<file path="src/rtl/coord_stack_if.sv">
// Coordinate stack port bundle: push/pop requests, coordinate data, status.
// COORD_STACK_LEVEL_EN adds the occupancy `level` signal.
interface coord_stack_if #(
    parameter int W     = 4,
    parameter int DEPTH = 16
);
    localparam int LW = $clog2(DEPTH + 1);

    logic         push;
    logic         pop;
    logic [W-1:0] xIn;
    logic [W-1:0] yIn;
    logic [W-1:0] xOut;
    logic [W-1:0] yOut;
    logic         empty;
    logic         full;
    logic         fail;
`ifdef COORD_STACK_LEVEL_EN
    logic [LW-1:0] level;
`endif

    modport master (
        output push,
        output pop,
        output xIn,
        output yIn,
        input  xOut,
        input  yOut,
        input  empty,
        input  full,
`ifdef COORD_STACK_LEVEL_EN
        input  level,
`endif
        input  fail
    );

    modport slave (
        input  push,
        input  pop,
        input  xIn,
        input  yIn,
        output xOut,
        output yOut,
        output empty,
        output full,
`ifdef COORD_STACK_LEVEL_EN
        output level,
`endif
        output fail
    );
endinterface

</file>
<file path="src/rtl/coord_stack.sv">
// LIFO of (x, y) coordinate pairs with registered pop data and fail pulse.
// COORD_STACK_LEVEL_EN exposes the occupancy counter on `level`.
module coord_stack #(
    parameter int W     = 4,
    parameter int DEPTH = 16
) (
    input  logic           clk,
    input  logic           rst,
    coord_stack_if.slave   s
);
    localparam int LW = $clog2(DEPTH + 1);
    localparam int IW = (DEPTH > 1) ? $clog2(DEPTH) : 1;

    logic [W-1:0]  r_x_mem [DEPTH];
    logic [W-1:0]  r_y_mem [DEPTH];
    logic [LW-1:0] r_cnt;
    logic [W-1:0]  r_x_out;
    logic [W-1:0]  r_y_out;
    logic          r_fail;

    logic          w_empty;
    logic          w_full;
    logic [IW-1:0] w_wr_idx;
    logic [IW-1:0] w_top_idx;
    logic          w_do_push;
    logic          w_do_pop;
    logic          w_swap;
    logic          w_pass;
    logic          w_err;

    assign w_empty   = (r_cnt == '0);
    assign w_full    = (r_cnt == LW'(DEPTH));
    assign w_wr_idx  = IW'(r_cnt);
    assign w_top_idx = IW'(r_cnt - 1'b1);

    // Classify the request against the current occupancy
    always_comb begin
        w_do_push = 1'b0;
        w_do_pop  = 1'b0;
        w_swap    = 1'b0;
        w_pass    = 1'b0;
        w_err     = 1'b0;
        unique case ({s.push, s.pop})
            2'b10: begin
                w_do_push = ~w_full;
                w_err     = w_full;
            end
            2'b01: begin
                w_do_pop = ~w_empty;
                w_err    = w_empty;
            end
            2'b11: begin
                w_swap = ~w_empty;
                w_pass = w_empty;
            end
            default: ;
        endcase
    end

    // Entry storage; a swap replaces the top after it has been read out
    always_ff @(posedge clk) begin
        if (w_do_push) begin
            r_x_mem[w_wr_idx] <= s.xIn;
            r_y_mem[w_wr_idx] <= s.yIn;
        end else if (w_swap) begin
            r_x_mem[w_top_idx] <= s.xIn;
            r_y_mem[w_top_idx] <= s.yIn;
        end
    end

    // Occupancy counter, saturating by construction of the request decode
    always_ff @(posedge clk or negedge rst) begin
        if (!rst) begin
            r_cnt <= '0;
        end else if (w_do_push) begin
            r_cnt <= r_cnt + 1'b1;
        end else if (w_do_pop) begin
            r_cnt <= r_cnt - 1'b1;
        end
    end

    // Pop data register: top entry on pop/swap, input on empty pass-through
    always_ff @(posedge clk or negedge rst) begin
        if (!rst) begin
            r_x_out <= '0;
            r_y_out <= '0;
        end else if (w_do_pop || w_swap) begin
            r_x_out <= r_x_mem[w_top_idx];
            r_y_out <= r_y_mem[w_top_idx];
        end else if (w_pass) begin
            r_x_out <= s.xIn;
            r_y_out <= s.yIn;
        end
    end

    // One-cycle fail pulse for every rejected request
    always_ff @(posedge clk or negedge rst) begin
        if (!rst) begin
            r_fail <= 1'b0;
        end else begin
            r_fail <= w_err;
        end
    end

    assign s.xOut  = r_x_out;
    assign s.yOut  = r_y_out;
    assign s.empty = w_empty;
    assign s.full  = w_full;
    assign s.fail  = r_fail;
`ifdef COORD_STACK_LEVEL_EN
    assign s.level = r_cnt;
`endif
endmodule

</file>
<file path="src/flat_wrapper.sv">
// flat-port wrapper written by rule: the top's interface ports become plain ports
module coord_stack_flat 
#(
    parameter int W     = 4,
    parameter int DEPTH = 16
)
  (clk, rst, s_push, s_pop, s_xIn, s_yIn, s_xOut, s_yOut, s_empty, s_full, s_fail);
  coord_stack_if #(.W(W), .DEPTH(DEPTH)) s_i ();
  input  logic clk;
  input  logic rst;
  input wire logic [$bits(s_i.push)-1:0] s_push;
  input wire logic [$bits(s_i.pop)-1:0] s_pop;
  input wire logic [$bits(s_i.xIn)-1:0] s_xIn;
  input wire logic [$bits(s_i.yIn)-1:0] s_yIn;
  output wire logic [$bits(s_i.xOut)-1:0] s_xOut;
  output wire logic [$bits(s_i.yOut)-1:0] s_yOut;
  output wire logic [$bits(s_i.empty)-1:0] s_empty;
  output wire logic [$bits(s_i.full)-1:0] s_full;
  output wire logic [$bits(s_i.fail)-1:0] s_fail;
  assign s_i.push = s_push;
  assign s_i.pop = s_pop;
  assign s_i.xIn = s_xIn;
  assign s_i.yIn = s_yIn;
  assign s_xOut = s_i.xOut;
  assign s_yOut = s_i.yOut;
  assign s_empty = s_i.empty;
  assign s_full = s_i.full;
  assign s_fail = s_i.fail;
  coord_stack #(.W(W), .DEPTH(DEPTH)) u_core (.clk(clk), .rst(rst), .s(s_i));
endmodule
</file>
<file path="config.mk">
export PLATFORM = sky130hd
export DESIGN_NAME = coord_stack_flat
export DESIGN_NICKNAME = d
export VERILOG_FILES = /design/src/rtl/coord_stack_if.sv /design/src/rtl/coord_stack.sv /design/src/flat_wrapper.sv
export SDC_FILE = /design/constraint.sdc
export NUM_CORES = 1
export LEC_CHECK = 0
export CORE_ASPECT_RATIO = 0.6
export CORE_MARGIN = 2
export CORE_UTILIZATION = 30
export CTS_CLUSTER_SIZE = 30
export DETAILED_ROUTE_END_ITERATION = 7
export HOLD_SLACK_MARGIN = 0.06
export PLACE_DENSITY = 0.48
export SYNTH_ARGS = -nofsm -noshare
export SYNTH_HDL_FRONTEND = slang
export SYNTH_SLANG_ARGS = --single-unit
</file>
<file path="constraint.sdc">
create_clock -name clk -period 3.38 [get_ports clk]
set_input_delay 0.845 -clock clk [delete_from_list [all_inputs] [get_ports clk]]
set_output_delay 0.845 -clock clk [all_outputs]
set_load 0.005 [all_outputs]
</file>
[Yosys cells after proc, flatten, opt, wreduce, memory -nomap -nowiden]
Memory sizes are Yosys's and may differ from the RTL's.
Cells that the tools add are included.
Storage, ports and cells
  logic and storage cells: 42
  bits in latches: 0
  memory bits (read-only): 0
  bits of input ports: 12
  memories kept: 2
  RAM bits: 128
  register bits after elaboration: 14
Memory list
  u_core.r_x_mem: words 16, width 4, read ports 1, clocked after Yosys merged registers in 0, write ports 1, line coord_stack.sv:14  | logic [W-1:0] r_x_mem [DEPTH];
  u_core.r_y_mem: words 16, width 4, read ports 1, clocked after Yosys merged registers in 0, write ports 1, line coord_stack.sv:15  | logic [W-1:0] r_y_mem [DEPTH];
Cells by class
  $lt $le $gt $ge: 0
  reductions and logical operators: 6
  shift-type cells: 0
  bitwise operators: 2
  equal/unequal tests: 4
  multiply operators: 0
  add/sub/neg operators: 2
  div/mod/pow operators: 0
  muxes and demuxes: 22
Operator list (number)
  4-bit two-way mux: 8
  1-bit two-way mux: 11
  5-bit two-way mux: 2
  4-bit OR reduction: 2
  5-bit by 1-bit adder with 5-bit output, second input constant: 1
  5-bit equality test, second input constant: 1
  5-bit logical NOT: 1
  5-bit by 1-bit subtractor with 5-bit output, second input constant: 1
  2-bit equality test, second input constant: 2
  2-bit nonzero test: 2
  2-bit by 1-bit equality test with 1-bit output, second input constant: 1
  1-bit inverter: 2
  1-bit one-hot mux with 2 select lines: 1
  1-bit logical OR: 1

[Depth between registers and ports, before layout]
  depth in word-level cells: 8
  mapped depth: 11
  mapped depth without buffers: 7

[Least setup slack after synthesis]
No wires, ideal clock.
  path type: register to register
  from: register u_core.r_cnt[0]
  to: memory u_core.r_x_mem[9][0], enable pin
  path buffers: 3
  cell stages (with the launch flop): 11
  required time: 3.010 ns
  path slack: 0.459 ns
  arrival time: 2.551 ns
  setup time: 0.370 ns
  cell sequence: dfrtp_1 -> buf_2 -> inv_2 -> ha_1 -> buf_2 -> or4b_1 -> buf_2 -> o211ai_2 -> a32oi_1 -> o22a_1 -> nor2_1
On the way
  longest elaborated chain between the ends: 8
RTL lines
  from (decl): line coord_stack.sv:16  | logic [LW-1:0] r_cnt;
  from (signal assigned): line coord_stack.sv:76  | r_cnt <= r_cnt + 1'b1;
  from (signal assigned): line coord_stack.sv:78  | r_cnt <= r_cnt - 1'b1;
  5-bit logical NOT: line coord_stack.sv:31  | assign w_empty = (r_cnt == '0);
  1-bit inverter: line coord_stack.sv:53  | w_swap = ~w_empty;
  1-bit two-way mux: line coord_stack.sv:43  | unique case ({s.push, s.pop})
  1-bit two-way mux: line coord_stack.sv:65  | end else if (w_swap) begin
  1-bit two-way mux: line coord_stack.sv:62  | if (w_do_push) begin
  1-bit two-way mux (implied by the code): line coord_stack.sv:66  | r_x_mem[w_top_idx] <= s.xIn;
  4-bit OR reduction (no source line)
  4-bit two-way mux (no source line) / 1-bit two-way mux (equally long branches)
  to (decl): line coord_stack.sv:14
Several ways; a longest one is shown, not always the timed one.

[Worst setup path in the final report]
  from: register u_core.r_cnt[1]
  to: output port s_empty
On the way
  longest elaborated chain between the ends: 1
RTL lines
  5-bit logical NOT: line coord_stack.sv:31
  to (decl): line flat_wrapper.sv:17  | output wire logic [$bits(s_i.empty)-1:0] s_empty;
No other way between the ends.

==> PnR_summary.wiki <==
{| class="wikitable"
! Metric !! Value
|-
| Result of the run || complete, no violations
|-
| Category of the worst setup path capture point || primary output
|-
| CTS sink cnt || between 100 and 150
|-
| Met2 WL || ~5.8 mm
|-
| Total global routing track utilization || around 15%
|-
| Dominant register cell in the synthesized netlist || sky130_fd_sc_hd__edfxtp_1
|-
| Netlist Area Pre-Place || 0.00599 sq mm
|-
| Smallest setup slack after layout || roughly 0.12 ns
|-
| Hold buffers post-CTS || 0
|-
| Metal-1 WL || about 7.9 mm
|-
| Tightest slew margin relative to the limit || a little under a third
|-
| Count of instances resized after the clock tree is built || 3
|-
| Post-route DRC || 0
|-
| Cell count after synthesis || around 340
|-
| Num CTS Buffers || 17
|-
| Cell type group with the largest total delay on the critical path || buffers and inverters
|-
| Leakage power || 2.53 nW
|-
| Weighted congestion reported at the end of routability-driven placement || a little under 0.9
|-
| Worst voltage drop across the vdd grid || 0.442 mV
|-
| TritonCTS clock tree || yes
|-
| Max Clock Freq || between 0.3 and 0.4 GHz
|-
| Clock-pin slew of the registers on the worst-case setup and hold paths || about 0.060 ns
|-
| Die X || about 190 um
|-
| Source-to-sink clock delay at the later pin of the worst-skew pair || 0.42 ns
|-
| Destination of the worst hold path || u_core.s.xOut[2]$_DFFE_PN0P_
|-
| Clock period minus worst slack || approximately 3.3 ns
|-
| Count of flip-flops with a built-in enable after synthesis || 128
|-
| Highest metal used || met4
|-
| Clock Path Buffers || 2
|-
| WP data required || approximately 2.5 ns
|-
| Effective utilization at floorplan || 31.1%
|-
| Setup repair after global routing missed its margin || false
|-
| Setup TNS Final || 0 ns
|-
| Final hold vios || 0
|-
| Flip-flop and latch count after synthesis || around 140
|-
| Type of origin of the critical path || flop
|-
| Worst Setup Slack post-DPL || -0.176 ns
|-
| Root buf cell || sky130_fd_sc_hd__clkbuf_16
|-
| Worst reg2reg path depth || 8
|-
| DP Area || approximately 0.0068 sq mm
|-
| Initial DRC count || 383
|-
| Routed wire length || about 15 mm
|-
| Slowest-stage cell, CP || sky130_fd_sc_hd__or4b_4
|-
| Origin of the worst min-delay path || u_core.s.xOut[2]$_DFFE_PN0P_
|-
| Filler Cell Count || between 1500 and 2000
|-
| Non-filler cells, final || about 700
|-
| Yosys cell types || between 50 and 60
|-
| Class of the most critical setup path || reg -> out
|-
| Routed wire length per instance || between 20 and 25 um
|-
| Largest stage delay on the critical path || between 0.5 and 0.6 ns
|-
| Met3 wire length || approximately 950 um
|-
| CP max FO || 12
|-
| Nets in the synthesized netlist || 360
|-
| Placed wire-length estimate || a little over 10 mm
|-
| Synthesized area per cell || between 15 and 20 sq um
|-
| Total Power || ~6.7 mW
|-
| Antenna diode instance count || 0
|-
| Pins Over Slew Limit || 0
|-
| IO Count || 23
|-
| Share of synthesized flip-flops with an asynchronous set or reset || 9.86%
|-
| Count of synthesis-stage warnings from yosys || 0
|-
| Final Cycle Share || a little over nine tenths
|-
| Die height || 113 um
|-
| Critical path buffer and inverter count || 4
|-
| Floorplan die area || 0.0211 sq mm
|-
| Number of search-and-repair iterations in the first detailed-routing pass || 5
|-
| Critical path data arrival time || between 2 and 2.5 ns
|-
| Largest net degree at the start of global routing || 30
|-
| Setup clock skew after layout || 0.00660 ns
|-
| Sequential area share after synthesis || a little over two thirds
|-
| Maximum capacitance violations || 0
|-
| Fraction of layout cells with a size suffix above 1 || between 20 and 30%
|-
| Final-report setup violation count || 0
|-
| CORE AREA || 0.0193 sq mm
|-
| Cell breakdown of the critical path || inv_2 -> ha_4 -> or4b_4 -> buf_6 -> inv_1 -> clkdlybuf4s50_1
|-
| Worst r2r src || u_core.r_cnt[1]$_DFFE_PN0P_
|-
| Total placed cells including tap cells || between 600 and 700
|-
| Number of rows in the core area || 39
|-
| Total congestion overflow after global routing || 0
|-
| Reg2reg setup slack || 0.41 ns
|-
| Design area || around 0.0074 sq mm
|-
| Wire length of the first global-routing pass || around 23 mm
|-
| Final antenna-violating net count || 0
|-
| Number of buffers inserted by post-CTS setup repair || 0
|-
| Vias in the first global route || ~3500
|-
| Number of cells on the worst hold path || 1
|-
| Count of buffers inserted at the top-level ports || 22
|-
| # H-tree levels || 4
|-
| Final Net Count || around 440
|-
| Total via count after detailed routing || 3526
|-
| Vias/cell || 5.06
|-
| Number of antenna violations at the first check in global routing || 0
|-
| PwrDens || around 910 mW/mm^2
|-
| Worst reg2reg endpoint || u_core.r_x_mem[1][1]$_DFFE_PP_
|-
| Layout overhead on the synthesized area || 24.0%
|-
| Class of the worst hold path || reg -> reg
|-
| Slew at the pin with the worst max-slew slack || just over 1 ns
|}
state kept, by name, summed over array words and instances (netlist names):
signal,count
u_core.r_x_mem,64
u_core.s.fail,1
u_core.s.yOut,4
u_core.r_cnt,5
u_core.s.xOut,4
u_core.r_y_mem,64
cell families (layout without fill, tap and decap cells):
kind of cell	Yosys count	in the layout	share of synthesized area [%]
AOI/OAI and AO/OA	50	50	6.54
xor gates and xnor gates	5	5	0.857
adders and majority gates	5	5	1.04
buffers and inverters	26	114	2.11
DFF	142	142	70.0
muxes	41	41	13.4
and+or+nand+nor	74	74	6.06
cells in the mapped netlist, drive strengths merged, types with 2 or more instances:
library cell | count | area share [%]
a21oi | 11 | 0.98
mux4 | 31 | 12
nor3 | 19 | 1.6
nand3 | 3 | 0.25
o21ai | 4 | 0.33
nand2 | 7 | 0.44
dfrtp | 14 | 5.9
nor3b | 3 | 0.46
nor2b | 5 | 0.52
or2 | 2 | 0.21
ha | 5 | 1.0
o32ai | 7 | 1.0
o2bb2ai | 2 | 0.29
buf | 12 | 1.2
a31oi | 3 | 0.31
mux2i | 9 | 1.5
a32oi | 2 | 0.29
edfxtp | 128 | 64
xnor2 | 5 | 0.86
inv | 7 | 0.44
nor2 | 29 | 1.8
a211o | 7 | 1.0
clkbuf | 7 | 0.44
cell type report:
cell class | count | area [sq um] | area share [%]
clock buffers | 18 | 429 | 5.78
well taps | 266 | 333 | 4.48
inverters | 7 | 26.3 | 0.354
flip-flops and latches | 142 | 4190 | 56.5
clock inverters | 14 | 140 | 1.89
repair buffers | 75 | 622 | 8.37
multi-input cells | 175 | 1680 | 22.7
per-layer routing:
metal / GRT usage [%] / up-vias
met5: 0 / -
met4: 3.95 / 0
met3: 4.55 / 14
met2: 19.6 / 141
met1: 23.3 / 1829
li1: - / 1542
worst reg2reg max path, cell delays in order, from the launching register on:
cell                       delay, ns
sky130_fd_sc_hd__dfrtp_1        0.39
sky130_fd_sc_hd__inv_2          0.13
sky130_fd_sc_hd__ha_4           0.18
sky130_fd_sc_hd__nor3b_2        0.46
sky130_fd_sc_hd__o211ai_2       0.22
sky130_fd_sc_hd__buf_4          0.20
sky130_fd_sc_hd__nor4_1         0.22
sky130_fd_sc_hd__a211oi_1       0.13
sky130_fd_sc_hd__nor2_1         0.66
metrics by stage:
step	hold slack [ns]	utilization [%]
floorplan	0.484	-
detailed placement	0.480	35.5
CTS	0.491	38.5
global placement	0.469	35.5
finish	0.485	38.5
global route	0.523	38.5
placed cells by master, fill, tap and decap left out, drive strengths merged, types with 2 or more instances in the layout:
cell type | Yosys | final
inv | 7 | 10
or2 | 2 | 2
nor3 | 19 | 19
edfxtp | 128 | 128
buf | 12 | 53
a211o | 7 | 7
a31oi | 3 | 3
a32oi | 2 | 2
nor2b | 5 | 5
ha | 5 | 5
clkinvlp | 0 | 3
clkinv | 0 | 6
o21ai | 4 | 4
mux2i | 9 | 9
mux4 | 31 | 31
dfrtp | 14 | 14
clkdlybuf4s50 | 0 | 22
clkbuf | 7 | 18
o2bb2ai | 2 | 2
xnor2 | 5 | 5
nor2 | 29 | 29
bufinv | 0 | 2
o32ai | 7 | 7
a21oi | 11 | 11
nand3 | 3 | 3
nand2 | 7 | 7
nor3b | 3 | 3
power by group:
group	total [mW]	switching (mW)	internal [mW]
Clock	1.80	0.715	1.08
Combinational	2.66	1.40	1.26
Sequential	2.28	0.127	2.16
worst max path at each step:
| stage | startpoint | endpoint | slack, ns | depth (start not counted) |
|---|---|---|---|---|
| after floorplan | u_core.r_cnt[0]$_DFFE_PN0P_ | u_core.r_x_mem[9][0]$_DFFE_PP_ | 0.46 | 10 |
| after global placement | s_pop | u_core.r_x_mem[1][1]$_DFFE_PP_ | -0.08 | 9 |
| after detailed placement | s_pop | u_core.r_x_mem[1][1]$_DFFE_PP_ | -0.18 | 9 |
| after CTS | u_core.r_cnt[1]$_DFFE_PN0P_ | s_empty | 0.07 | 6 |
| after global routing | u_core.r_cnt[1]$_DFFE_PN0P_ | s_empty | 0.03 | 6 |
| final | u_core.r_cnt[1]$_DFFE_PN0P_ | s_empty | 0.12 | 6 |
Note: power is estimated with default switching activity, not from simulation.
